**config.mk**
```make
export PLATFORM = sky130hd
export DESIGN_NAME = frog_collision_ctrl
export DESIGN_NICKNAME = d
export VERILOG_FILES = /design/src/rtl/frog_collision_ctrl.sv
export SDC_FILE = /design/constraint.sdc
export NUM_CORES = 1
export LEC_CHECK = 0
export BUFFER_PORTS_ARGS = -buffer_cell sky130_fd_sc_hd__buf_2
export CORE_AREA = 2 2 73 75
export CTS_CLUSTER_DIAMETER = 50
export DETAILED_ROUTE_END_ITERATION = 7
export DIE_AREA = 0 0 75 77
export GPL_TIMING_DRIVEN = 0
export PLACE_DENSITY = 0.86
export SLEW_MARGIN = 10
export SYNTH_ARGS = -nofsm -noshare
export SYNTH_HDL_FRONTEND = slang
export SYNTH_SLANG_ARGS = --single-unit
```
**constraint.sdc**
```tcl
create_clock -name i_Clk -period 6 [get_ports i_Clk]
set_clock_uncertainty 0.1 [all_clocks]
set_input_delay 0.6 -clock i_Clk [delete_from_list [all_inputs] [get_ports i_Clk]]
set_output_delay 0.6 -clock i_Clk [all_outputs]
set_load 0.02 [all_outputs]
```
**src/rtl/frog_collision_ctrl.sv**
```systemverilog
// Per-frame frog/car collision scan with life counter and game-over state.
// Optional post-hit invulnerability (RECOVER state) is enabled by defining COLLISION_GRACE_EN.
module frog_collision_ctrl #(
   parameter int NUM_CARS     = 4,
   parameter int CAR_W        = 32,
   parameter int FROG_W       = 16,
   parameter int START_LIVES  = 3,
   parameter int GRACE_FRAMES = 60
) (
   input  logic                    i_Clk,
   input  logic                    i_Rst_n,
   input  logic                    i_frame_tick,
   input  logic [NUM_CARS*10-1:0]  i_car_x_flat,
   input  logic [NUM_CARS*4-1:0]   i_car_lane_flat,
   input  logic [9:0]              i_frog_x,
   input  logic [3:0]              i_frog_lane,
   input  logic                    i_restart,
   output logic                    o_hit,
   output logic                    o_frog_reset,
   output logic [2:0]              o_lives,
   output logic                    o_game_over,
   output logic                    o_scanning
);

   typedef enum logic [1:0] {
      PLAY      = 2'd0,
      SCAN      = 2'd1,
      RECOVER   = 2'd2,
      GAME_OVER = 2'd3
   } state_t;

   generate
      if (NUM_CARS < 1 || NUM_CARS > 15 || START_LIVES < 1 || START_LIVES > 7 ||
          GRACE_FRAMES < 1) begin : g_bad_param
         $error("frog_collision_ctrl: parameter out of range");
      end
   endgenerate

   state_t     state, state_nxt;
   logic [3:0] idx, idx_nxt;
   logic [9:0] shadow_x, shadow_x_nxt;
   logic [3:0] shadow_lane, shadow_lane_nxt;
   logic [2:0] lives, lives_nxt;
   logic       hit_q, hit_nxt;
   logic [9:0] cur_x;
   logic [3:0] cur_lane;
   logic       hit_now;
   logic       last_car;

`ifdef COLLISION_GRACE_EN
   localparam int GRACE_W = $clog2(GRACE_FRAMES + 1);
   logic [GRACE_W-1:0] grace, grace_nxt;
`endif

   // Mux out the car currently addressed by the scan index.
   always_comb begin
      cur_x    = '0;
      cur_lane = '0;
      for (int k = 0; k < NUM_CARS; k++) begin
         if (idx == 4'(k)) begin
            cur_x    = i_car_x_flat[10*k +: 10];
            cur_lane = i_car_lane_flat[4*k +: 4];
         end
      end
   end

   // Spans compared at 11 bits so a car near the right edge never wraps to overlap x=0.
   assign hit_now = (cur_lane == shadow_lane) && (shadow_lane != 4'd0) &&
                    ({1'b0, shadow_x} < ({1'b0, cur_x} + 11'(CAR_W))) &&
                    ({1'b0, cur_x} < ({1'b0, shadow_x} + 11'(FROG_W)));
   assign last_car = (idx == 4'(NUM_CARS - 1));

   always_comb begin
      state_nxt       = state;
      idx_nxt         = idx;
      shadow_x_nxt    = shadow_x;
      shadow_lane_nxt = shadow_lane;
      lives_nxt       = lives;
      hit_nxt         = 1'b0;
`ifdef COLLISION_GRACE_EN
      grace_nxt       = grace;
`endif
      if (i_restart) begin
         state_nxt = PLAY;
         lives_nxt = 3'(START_LIVES);
         idx_nxt   = '0;
`ifdef COLLISION_GRACE_EN
         grace_nxt = '0;
`endif
      end else begin
         case (state)
            PLAY: begin
               if (i_frame_tick) begin
                  shadow_x_nxt    = i_frog_x;
                  shadow_lane_nxt = i_frog_lane;
                  idx_nxt         = '0;
                  state_nxt       = SCAN;
               end
            end
            SCAN: begin
               if (hit_now) begin
                  hit_nxt   = 1'b1;
                  lives_nxt = (lives == 3'd0) ? 3'd0 : lives - 3'd1;
                  idx_nxt   = '0;
                  if (lives <= 3'd1) begin
                     state_nxt = GAME_OVER;
                  end else begin
`ifdef COLLISION_GRACE_EN
                     state_nxt = RECOVER;
                     grace_nxt = GRACE_W'(GRACE_FRAMES);
`else
                     state_nxt = PLAY;
`endif
                  end
               end else if (last_car) begin
                  idx_nxt   = '0;
                  state_nxt = PLAY;
               end else begin
                  idx_nxt = idx + 4'd1;
               end
            end
`ifdef COLLISION_GRACE_EN
            RECOVER: begin
               if (grace == '0) begin
                  state_nxt = PLAY;
               end else if (i_frame_tick) begin
                  grace_nxt = grace - 1'b1;
               end
            end
`endif
            GAME_OVER: begin
               state_nxt = GAME_OVER;
            end
            default: begin
               state_nxt = PLAY;
            end
         endcase
      end
   end

   always_ff @(posedge i_Clk or negedge i_Rst_n) begin
      if (!i_Rst_n) begin
         state       <= PLAY;
         idx         <= '0;
         shadow_x    <= '0;
         shadow_lane <= '0;
         lives       <= 3'(START_LIVES);
         hit_q       <= 1'b0;
`ifdef COLLISION_GRACE_EN
         grace       <= '0;
`endif
      end else begin
         state       <= state_nxt;
         idx         <= idx_nxt;
         shadow_x    <= shadow_x_nxt;
         shadow_lane <= shadow_lane_nxt;
         lives       <= lives_nxt;
         hit_q       <= hit_nxt;
`ifdef COLLISION_GRACE_EN
         grace       <= grace_nxt;
`endif
      end
   end

   assign o_hit        = hit_q;
   assign o_frog_reset = hit_q;
   assign o_lives      = lives;
   assign o_game_over  = (state == GAME_OVER);
   assign o_scanning   = (state == SCAN);

endmodule

```
==> flow_metrics.py, run 1 <==
metrics = {
    "outcome": {
        "status": "finished, final reports clean",
    },
    "final_layout": {
        "layout.cells.non_filler": 467,
        "final_util_pct": 61.1,
        "drive_gt1_share_pct": 28.2,
        "final_common_cell": "buf_2",
        "final_cell_mix": "buf_2 (87), nand2_1 (33), nor2_1 (24), ha_1 (24), dfrtp_1 (22)",
        "antenna_cells": 0,
        "fill_cells": 476,
        "area_growth_syn_to_layout_pct": 22.3,
        "layout.nets": 496,
    },
    "placement": {
        "dp_hpwl_mm": 5.61,
        "gp_congestion": 0.896,
        "placed_cells_incl_taps": 463,
        "port_buffers": 79,
        "dp_slack_ns": 1.34,
    },
    "clock_network": {
        "hold_buffers": 0,
        "numCtsBuffers": 3,
        "cts_sinks": 24,
        "cts_tree": "done",
        "cts_root_buf": "clkbuf_8",
        "clock_latency_ns": 0.27,
        "htree_levels": 1,
        "clock_path_buffers": 2,
        "postCtsSetupBuffers": 0,
        "cts.reportedPaths.clkPinSlew_ns": 0.09,
        "cts-resized-gates": 0,
    },
    "floorplanning": {
        "start_util_pct": 49.9,
        "pin_count": 81,
        "dieWidth_um": 75,
        "chipHeight_um": 77,
        "num_rows": 26,
        "core-area_um2": 4980,
        "die_area_um2": 5780,
    },
    "sta": {
        "rsz0062_at_grt": "no",
        "setup_viol": 0,
        "max_slew_margin_pct": 55.1,
        "finalSetupTns_ns": 0,
        "max_freq_ghz": 0.210,
        "layout_setup_ws_ns": 1.23,
        "worst_pin_slew_ns": 0.668,
        "report.final.slew_viol_count": 0,
        "fin_crit_ns": 4.77,
        "finalHoldViolCount": 0,
        "finalCritPeriodShare_pct": 79.4,
    },
    "route": {
        "via_per_inst": 5.67,
        "first_pass_iters": 4,
        "postRouteAntennaNets": 0,
        "drtIter0Drc": 183,
        "wl_per_cell_um": 14.7,
        "drc": 0,
        "routed_wl_mm": 6.84,
        "num_vias": 2648,
    },
    "critical_path": {
        "timing.rr.start": "idx[0]",
        "cp-startpoint": "idx[0]",
        "path_max_fanout": 10,
        "critical_path_required_ns": 6.07,
        "arrival_ns": 4.83,
        "critical_path.endpoint": "o_lives[2]",
        "r2r_slack_ns": 1.23,
        "rr_endpoint": "o_lives[2]",
        "crit_type": "flop to flop",
        "setup.worst_path.end_class": "flop",
        "startpoint_type": "flop",
        "reg2regPathDepth": 15,
    },
    "power": {
        "sequentialPowerShare_pct": 26.2,
        "power.internal_uw": 492,
        "power_per_cell_area_nw_per_um2": 274,
        "p_clk_share_pct": 17.1,
        "p_switching_uw": 343,
        "combPwrFrac_pct": 56.7,
        "switching_share_pct": 41.1,
        "power_uw": 835,
        "peakVddDrop_mv": 0.174,
        "power.leakage_nw": 1.46,
    },
    "synth": {
        "synth_ff_type": "dfrtp_1",
        "synthArstFlopShare_pct": 100,
        "syn_area_um2": 2490,
        "synth_seq_cells": 24,
        "synth_nets": 412,
        "netlist_instances": 314,
        "synth_area_per_cell_um2": 7.92,
        "yosysWarnings": 0,
        "synth_edf_count": 0,
        "synthDistinctLibCells": 59,
        "ys_seq_area_share_pct": 24.3,
    },
    "hold_path": {
        "hp-class": "input pin to asynchronous set/reset pin",
    },
    "global_routing": {
        "grt_pass1_wl_mm": 11.1,
        "grt_use_total_pct": 24.1,
        "antenna_found_initial": 0,
        "grt_remaining_overflow": 0,
        "grt_max_degree": 25,
        "grt_pass1_vias": 2501,
    },
    "run": {
        "max-cap-violations": 0,
    },
}
[power groups by stage]
stage | logic, mW | registers [mW] | clock network (mW)
floorplan | 0.348 | 0.214 | 0
global placement | 0.445 | 0.220 | 0
detailed placement | 0.467 | 0.222 | 0
CTS | 0.469 | 0.219 | 0.144
global route | 0.536 | 0.223 | 0.151
finish | 0.473 | 0.219 | 0.143
[how the worst min path moves through the flow]
stage	startpoint	to	slack (ns)	cells past startpoint
6_report	i_Rst_n	shadow_lane[0]	0.19	1
2_1_floorplan	i_Rst_n	idx[0]	0.20	0
3_5_place_dp	o_lives[1]	o_lives[1]	0.45	2
4_1_cts	i_Rst_n	shadow_lane[1]	0.21	1
3_3_place_gp	o_lives[1]	o_lives[1]	0.43	2
5_1_grt	i_Rst_n	state[1]	0.24	1
[synthesized netlist by cell type, types with 6 or more instances]
| cell type | n | area, µm² |
|---|---|---|
| nand2_1 | 33 | 124 |
| ha_1 | 24 | 300 |
| nor2_1 | 24 | 90.1 |
| dfrtp_1 | 22 | 551 |
| a21oi_1 | 21 | 105 |
| inv_1 | 18 | 67.6 |
| o21ai_0 | 15 | 75.1 |
| nand3_1 | 14 | 70.1 |
| nor2b_1 | 12 | 75.1 |
| clkbuf_1 | 10 | 37.5 |
| mux2_2 | 10 | 113 |
| buf_2 | 8 | 40.0 |
| nor4_1 | 6 | 37.5 |
| o31ai_1 | 6 | 45.0 |
[critical path, stage by stage, from the launching register on]
cell       delay [ns]
dfrtp_1          0.44
ha_1             0.33
clkbuf_1         0.41
buf_2            0.32
clkbuf_1         0.38
o21ai_0          0.16
and2_1           0.19
ha_1             0.31
and3b_1          0.20
a221oi_1         0.27
nand3_1          0.11
o2bb2ai_1        0.16
a31oi_1          0.09
nor4_1           0.66
nand2_1          0.20
o311a_1          0.32
[registers in the layout, summed over array words and instances, names as in the netlist]
signal and flops:
shadow_x 10, idx 4, shadow_lane 4, o_lives 3, state 2, o_frog_reset 1
[through the flow]
step | hold WS (ns) | instance area (µm²)
after floorplan | 0.204 | 2490
after global placement | 0.433 | 2970
after detailed placement | 0.446 | 2970
after CTS | 0.214 | 3040
after global routing | 0.242 | 3040
final | 0.193 | 3040
[final cells by class]
| class | instances | area [µm²] | share of cell area [%] |
|---|---|---|---|
| multi-input combinational | 251 | 1710 | 56.2 |
| sequential | 24 | 603 | 19.8 |
| timing repair buffer | 79 | 395 | 13.0 |
| buffer | 21 | 108 | 3.54 |
| tap | 70 | 87.6 | 2.88 |
| inverter | 18 | 67.6 | 2.22 |
| clock buffer | 3 | 41.3 | 1.36 |
| clock inverter | 1 | 30.0 | 0.988 |
[logic make-up (layout without fill, tap and decap cells)]
family	after synthesis	count (layout)	share of synthesized area, %
AOI/OAI and AO/OA	82	82	22.0
muxes	10	10	4.53
adders and majority gates	24	24	12.1
and+or+nand+nor	128	128	27.6
buffers and inverters	39	122	7.05
xor gates and xnor gates	7	7	2.47
DFF	24	24	24.3
[layer usage]
layer	global-route usage, %	wire length (µm)	up-vias
met5	0	0	-
met4	6.61	99	0
met3	4.34	451	15
met2	40.4	3410	94
met1	31.0	2890	1235
li1	-	-	1304
No activity file was read; power rests on OpenSTA's default activity.
==> run 2: changes to the inputs <==
==> constraint.sdc (replaced) <==
create_clock -name i_Clk -period 4.6 [get_ports i_Clk]
set_clock_uncertainty 0.1 [all_clocks]
set_input_delay 0.46 -clock i_Clk [delete_from_list [all_inputs] [get_ports i_Clk]]
set_output_delay 0.46 -clock i_Clk [all_outputs]
set_load 0.02 [all_outputs]
==> flow_metrics.py, run 2 (synthesized netlist as in run 1, its figures left out) <==
metrics = {
    "outcome": {
        "status": "finished, final reports clean",
    },
    "global_routing": {
        "grt_pass1_vias": 2509,
        "met1_usage_pct": 30.7,
        "antenna_found_initial": 0,
        "gr-max-usage-layer": "met2",
        "grt_use_total_pct": 24.1,
        "use_met3_pct": 4.73,
        "grt_use_met2_pct": 40.4,
        "grt_pass1_wl_mm": 11.1,
        "grt_remaining_overflow": 0,
        "grt_max_degree": 25,
    },
    "final_layout": {
        "multi_input_area_um2": 1730,
        "area_growth_syn_to_layout_pct": 23.7,
        "antenna_cells": 0,
        "final_common_cell": "buf_2",
        "layout.nets": 496,
        "largest_reg_flops": 10,
        "largest_register": "shadow_x",
        "drive_gt1_share_pct": 30.5,
        "top_regs": "shadow_x (10), idx (4), shadow_lane (4)",
        "final_cell_mix": "buf_2 (85), nand2_1 (33), ha_1 (24)",
        "fill_cells": 475,
        "regArea_um2": 603,
    },
    "power": {
        "power_mw": 1.10,
        "power.internal_uw": 649,
        "peakVddDrop_mv": 0.228,
        "sequentialPowerShare_pct": 25.8,
        "switching_share_pct": 41.2,
        "p_clk_share_pct": 16.8,
        "p_switching_uw": 454,
        "power_per_cell_area_nw_per_um2": 359,
        "combPwrFrac_pct": 57.3,
        "power.leakage_nw": 1.48,
    },
    "clock_network": {
        "cts_sinks": 24,
        "cts.reportedPaths.clkPinSlew_ns": 0.09,
        "postCtsSetupBuffers": 0,
        "htree_levels": 1,
        "cts_root_buf": "clkbuf_8",
        "cts_tree": "done",
        "numCtsBuffers": 3,
        "clock_path_buffers": 2,
        "clock_latency_ns": 0.27,
    },
    "critical_path": {
        "crit_type": "flop to flop",
        "crit_cells": 12,
        "path_cells": "ha_1 -> clkbuf_2 -> buf_2 -> o31ai_1 -> ha_1 -> a21oi_1 -> a21oi_1 -> or4b_1 -> or3_1 -> or4_4 -> o31ai_1 -> o211ai_1",
        "rr_endpoint": "o_lives[1]",
        "reg2regPathDepth": 12,
        "critical_path_required_ns": 4.70,
        "startpoint_type": "flop",
        "critPathMaxStageDelay_ns": 0.54,
        "path_max_fanout": 10,
        "setup.worst_path.end_class": "flop",
        "cp_slowest_cell": "or4_4",
        "arrival_ns": 4.40,
        "critPathBufInv": 2,
        "critPathTopFamily": "simple AND/OR/NAND/NOR gates",
        "r2r_slack_ns": 0.30,
        "timing.rr.start": "idx[0]",
    },
    "route": {
        "drc": 0,
        "drtIter0Drc": 163,
        "postRouteAntennaNets": 0,
        "wl_per_cell_um": 14.6,
        "routed_wl_mm": 6.81,
        "via_per_inst": 5.66,
        "num_vias": 2642,
        "first_pass_iters": 4,
    },
    "sta": {
        "worst_pin_slew_ns": 0.650,
        "setup_viol": 0,
        "finalCritPeriodShare_pct": 93.5,
        "max_slew_margin_pct": 56.3,
        "fin_crit_ns": 4.30,
        "max_freq_ghz": 0.233,
        "finalSetupTns_ns": 0,
        "finalHoldViolCount": 0,
        "report.final.slew_viol_count": 0,
    },
    "floorplanning": {
        "start_util_pct": 49.9,
        "chipHeight_um": 77,
        "die_area_um2": 5780,
        "dieWidth_um": 75,
        "core-area_um2": 4980,
        "pin_count": 81,
        "num_rows": 26,
    },
    "placement": {
        "port_buffers": 79,
        "gp_congestion": 0.896,
        "dp_hpwl_mm": 5.61,
    },
    "hold_path": {
        "hp-class": "input pin to asynchronous set/reset pin",
    },
    "run": {
        "max-cap-violations": 0,
    },
}
[run 2: changes by cell type in the layout (fill, tap and decap cells not counted), sizes merged]
cell    delta
buf        -2
clkbuf     +2
[run 2: worst max path at each step]
stage | from | endpoint | slack (ns)
after floorplan | idx[0] | o_lives[1] | 0.73
after global placement | idx[0] | o_lives[2] | 0.04
after detailed placement | idx[0] | o_lives[2] | -0.06
after CTS | idx[0] | o_lives[2] | 0.10
after global routing | idx[1] | o_lives[1] | -0.008
final | idx[0] | o_lives[1] | 0.30
[run 2: stage by stage]
stage	instance area [µm²]	util [%]	setup slack, ns	instances	hold slack (ns)
6_report	3080	61.8	0.301	467	0.0560
3_3_place_gp	2970	59.7	0.0416	463	0.366
4_1_cts	3050	61.2	0.103	467	0.0745
2_1_floorplan	2490	-	0.735	314	0.0644
3_5_place_dp	2970	59.7	-0.0585	463	0.368
5_1_grt	3080	61.8	-0.00752	467	0.102
[run 2: cell type report]
| cell class | instances | share of cell area [%] |
|---|---|---|
| Clock buffer | 3 | 1.34 |
| Timing Repair Buffer | 79 | 12.9 |
| Buffer | 21 | 3.82 |
| Multi-Input combinational cell | 251 | 56.3 |
| Inverter | 18 | 2.20 |
| Tap cell | 70 | 2.85 |
| Clock inverter | 1 | 0.976 |
| Sequential cell | 24 | 19.6 |
[run 2: timing repair]
action                                  4_1_cts  5_1_grt
endpoints found under the setup margin        3        9
hold buffers                                  0        0
pin swaps                                     0        1
hold endpoints to repair                      0        0
gates resized for setup                       1       15
[run 2: worst register-to-register path, stage by stage, from the launching register on]
cell and delay (ns):
dfrtp_1 0.45, ha_1 0.31, clkbuf_2 0.23, buf_2 0.23
o31ai_1 0.51, ha_1 0.35, a21oi_1 0.15, a21oi_1 0.14
or4b_1 0.53, or3_1 0.33, or4_4 0.54, o31ai_1 0.23
o211ai_1 0.12
[run 2: metal layers]
layer	up-vias	routed length, µm	part of all wire, %
met5	-	0	0
met4	0	87	1.3
met3	11	432	6.3
met2	83	3430	50
met1	1240	2860	42
li1	1308	-	-
[run 2: power groups by stage]
stage,Sequential (mW),Clock (mW),Combinational (mW)
floorplan,0.279,0,0.454
global placement,0.287,0,0.581
detailed placement,0.290,0,0.609
CTS,0.285,0.188,0.616
global route,0.290,0.197,0.715
finish,0.285,0.186,0.633
==> run 3: changes to the inputs <==
--- a/config.mk
+++ b/config.mk
@@ -7,11 +7,13 @@
 export LEC_CHECK = 0
 export BUFFER_PORTS_ARGS = -buffer_cell sky130_fd_sc_hd__buf_2
 export CORE_AREA = 2 2 73 75
+export CTS_BUF_LIST = sky130_fd_sc_hd__clkbuf_8
 export CTS_CLUSTER_DIAMETER = 50
 export DETAILED_ROUTE_END_ITERATION = 7
 export DIE_AREA = 0 0 75 77
 export GPL_TIMING_DRIVEN = 0
 export PLACE_DENSITY = 0.86
+export REMOVE_ABC_BUFFERS = 1
 export SLEW_MARGIN = 10
 export SYNTH_ARGS = -nofsm -noshare
 export SYNTH_HDL_FRONTEND = slang
==> flow_metrics.py, run 3 (synthesized netlist as in run 1, its figures left out) <==
metrics = {
    "placement": {
        "dp_slack_ns": -0.461,
        "placed_area_um2": 2890,
        "gp_congestion": 0.936,
        "port_buffers": 80,
        "placed_cells_incl_taps": 445,
        "dp_hpwl_mm": 5.17,
    },
    "critical_path": {
        "critical_path_required_ns": 4.70,
        "path_max_fanout": 20,
        "crit_type": "flop to flop",
        "path_cells": "inv_1 -> ha_4 -> inv_1 -> o311ai_1 -> nor2_1 -> ha_1 -> inv_1 -> ha_1 -> and3b_1 -> a221oi_1 -> nand3_1 -> o2bb2ai_1 -> a31oi_1 -> or4_4 -> o31ai_1 -> o211ai_1",
        "cp-startpoint": "idx[0]",
        "critPathMaxStageDelay_ns": 0.64,
        "setup.worst_path.end_class": "flop",
        "timing.rr.start": "idx[0]",
        "startpoint_type": "flop",
        "cp_slowest_cell": "or4_4",
        "arrival_ns": 4.44,
        "cp_common_cell": "inv_1",
    },
    "hold_path": {
        "hp-class": "input pin to asynchronous set/reset pin",
    },
    "sta": {
        "fin_crit_ns": 4.34,
        "finalHoldViolCount": 0,
        "max_freq_ghz": 0.230,
        "setup_viol": 0,
        "max_slew_margin_pct": 62.8,
        "worst_pin_slew_ns": 0.553,
        "finalCritPeriodShare_pct": 94.4,
        "report.final.slew_viol_count": 0,
        "layout_setup_ws_ns": 0.259,
    },
    "global_routing": {
        "grt_pass1_wl_mm": 10.7,
        "grt_use_total_pct": 23.1,
        "grt_pass1_vias": 2439,
        "antenna_found_initial": 0,
        "grt_remaining_overflow": 0,
        "grt_max_degree": 35,
    },
    "power": {
        "power.internal_uw": 643,
        "sequentialPowerShare_pct": 28.2,
        "power_per_cell_area_nw_per_um2": 364,
        "p_clk_share_pct": 17.1,
        "combPwrFrac_pct": 54.7,
        "peakVddDrop_mv": 0.205,
        "power.leakage_nw": 1.41,
        "p_switching_uw": 454,
        "switching_share_pct": 41.4,
    },
    "clock_network": {
        "clock_latency_ns": 0.27,
        "cts_tree": "done",
        "cts_sinks": 24,
        "cts_root_buf": "clkbuf_8",
        "htree_levels": 1,
        "clock_path_buffers": 2,
        "cts.reportedPaths.clkPinSlew_ns": 0.09,
        "numCtsBuffers": 3,
    },
    "route": {
        "wl_per_cell_um": 14.6,
        "num_vias": 2521,
        "drc": 0,
        "first_pass_iters": 5,
        "drtIter0Drc": 96,
        "routed_wl_mm": 6.56,
        "via_per_inst": 5.60,
        "postRouteAntennaNets": 0,
    },
    "floorplanning": {
        "dieWidth_um": 75,
        "start_util_pct": 49.9,
        "num_rows": 26,
        "chipHeight_um": 77,
        "pin_count": 81,
        "die_area_um2": 5780,
        "core-area_um2": 4980,
    },
    "final_layout": {
        "stdcell_area_um2": 3010,
        "regArea_um2": 603,
        "final_util_pct": 60.6,
        "final_cell_mix": "buf_2 (81), nand2_1 (33), nor2_1 (22), dfrtp_1 (22), a21oi_1 (21)",
        "largest_reg_flops": 10,
        "final_common_cell": "buf_2",
        "layout.cells.non_filler": 450,
        "largest_register": "shadow_x",
        "antenna_cells": 0,
        "drive_gt1_share_pct": 29.7,
        "top_regs": "shadow_x (10), idx (4), shadow_lane (4)",
        "layout.nets": 479,
        "multi_input_area_um2": 1760,
        "area_growth_syn_to_layout_pct": 21.2,
        "fill_cells": 462,
    },
    "outcome": {
        "status": "finished, final reports clean",
    },
    "run": {
        "max-cap-violations": 0,
    },
}
==> run 3: cell count changes in the layout (fill, tap and decap cells not counted), moves of 2 or more <==
cell and delta:
buf_2 -4, buf_6 -2, clkbuf_1 -6, clkbuf_2 -4, clkbuf_4 -2, ha_1 -4, ha_2 +2, ha_4 +2
==> run 3: final cells by class <==
type                    count  share of cell area, %
well taps                  70                   2.91
inverters                  18                   2.24
flip-flops and latches     24                   20.0
multi-input cells         251                   58.5
repair buffers             83                   13.9
clock buffers               3                   1.37
clock inverters             1                  0.996
==> run 3: per-layer routing <==
metal,track usage [%],up-vias,share of wire (%)
met5,0,-,0
met4,3.93,0,0.75
met3,3.55,6,4.0
met2,41.1,71,53
met1,29.0,1174,42
li1,-,1270,-
==> run 3: power groups by stage <==
stage	logic [mW]	registers (mW)	clock network [mW]
3_3_place_gp	0.542	0.307	0
4_1_cts	0.581	0.307	0.190
5_1_grt	0.679	0.316	0.196
3_5_place_dp	0.569	0.311	0
2_1_floorplan	0.426	0.295	0
6_report	0.600	0.310	0.187
==> run 3: metrics by stage <==
| step | power, mW | hold WS, ns | TNS (ns) |
|---|---|---|---|
| after floorplan | 0.721 | 0.0644 | 0 |
| after global placement | 0.849 | 0.367 | -0.561 |
| after detailed placement | 0.880 | 0.378 | -2.27 |
| after CTS | 1.08 | 0.0772 | 0 |
| after global routing | 1.19 | 0.102 | -0.0367 |
| final | 1.10 | 0.0641 | 0 |
==> run 3: what timing repair did <==
action,in CTS,in global routing
resized for setup,4,7
hold endpoints to repair,0,0
endpoints found under the setup margin,9,9
hold buffers,0,0
buffers inserted,0,1
==> run 3: critical path: cells and delay by family (launching register included) <==
family	cells	cell delay, ns
compound gates	6	1.39
flops	1	0.48
buf+inv	3	0.37
simple gates	4	1.07
fa+ha+maj	3	0.87
==> run 3: final timing paths <==
kind / cells past startpoint / slack [ns] / to
hold / removal: 1 / 0.06 / o_lives[2]
setup reg to reg: 16 / 0.26 / o_lives[1]
hold reg to reg: 2 / 0.46 / o_lives[1]
min in group i_Clk: 3 / 0.29 / shadow_x[1]
setup / recovery: 16 / 0.26 / o_lives[1]
max in group asynchronous: 1 / 3.96 / o_lives[0]
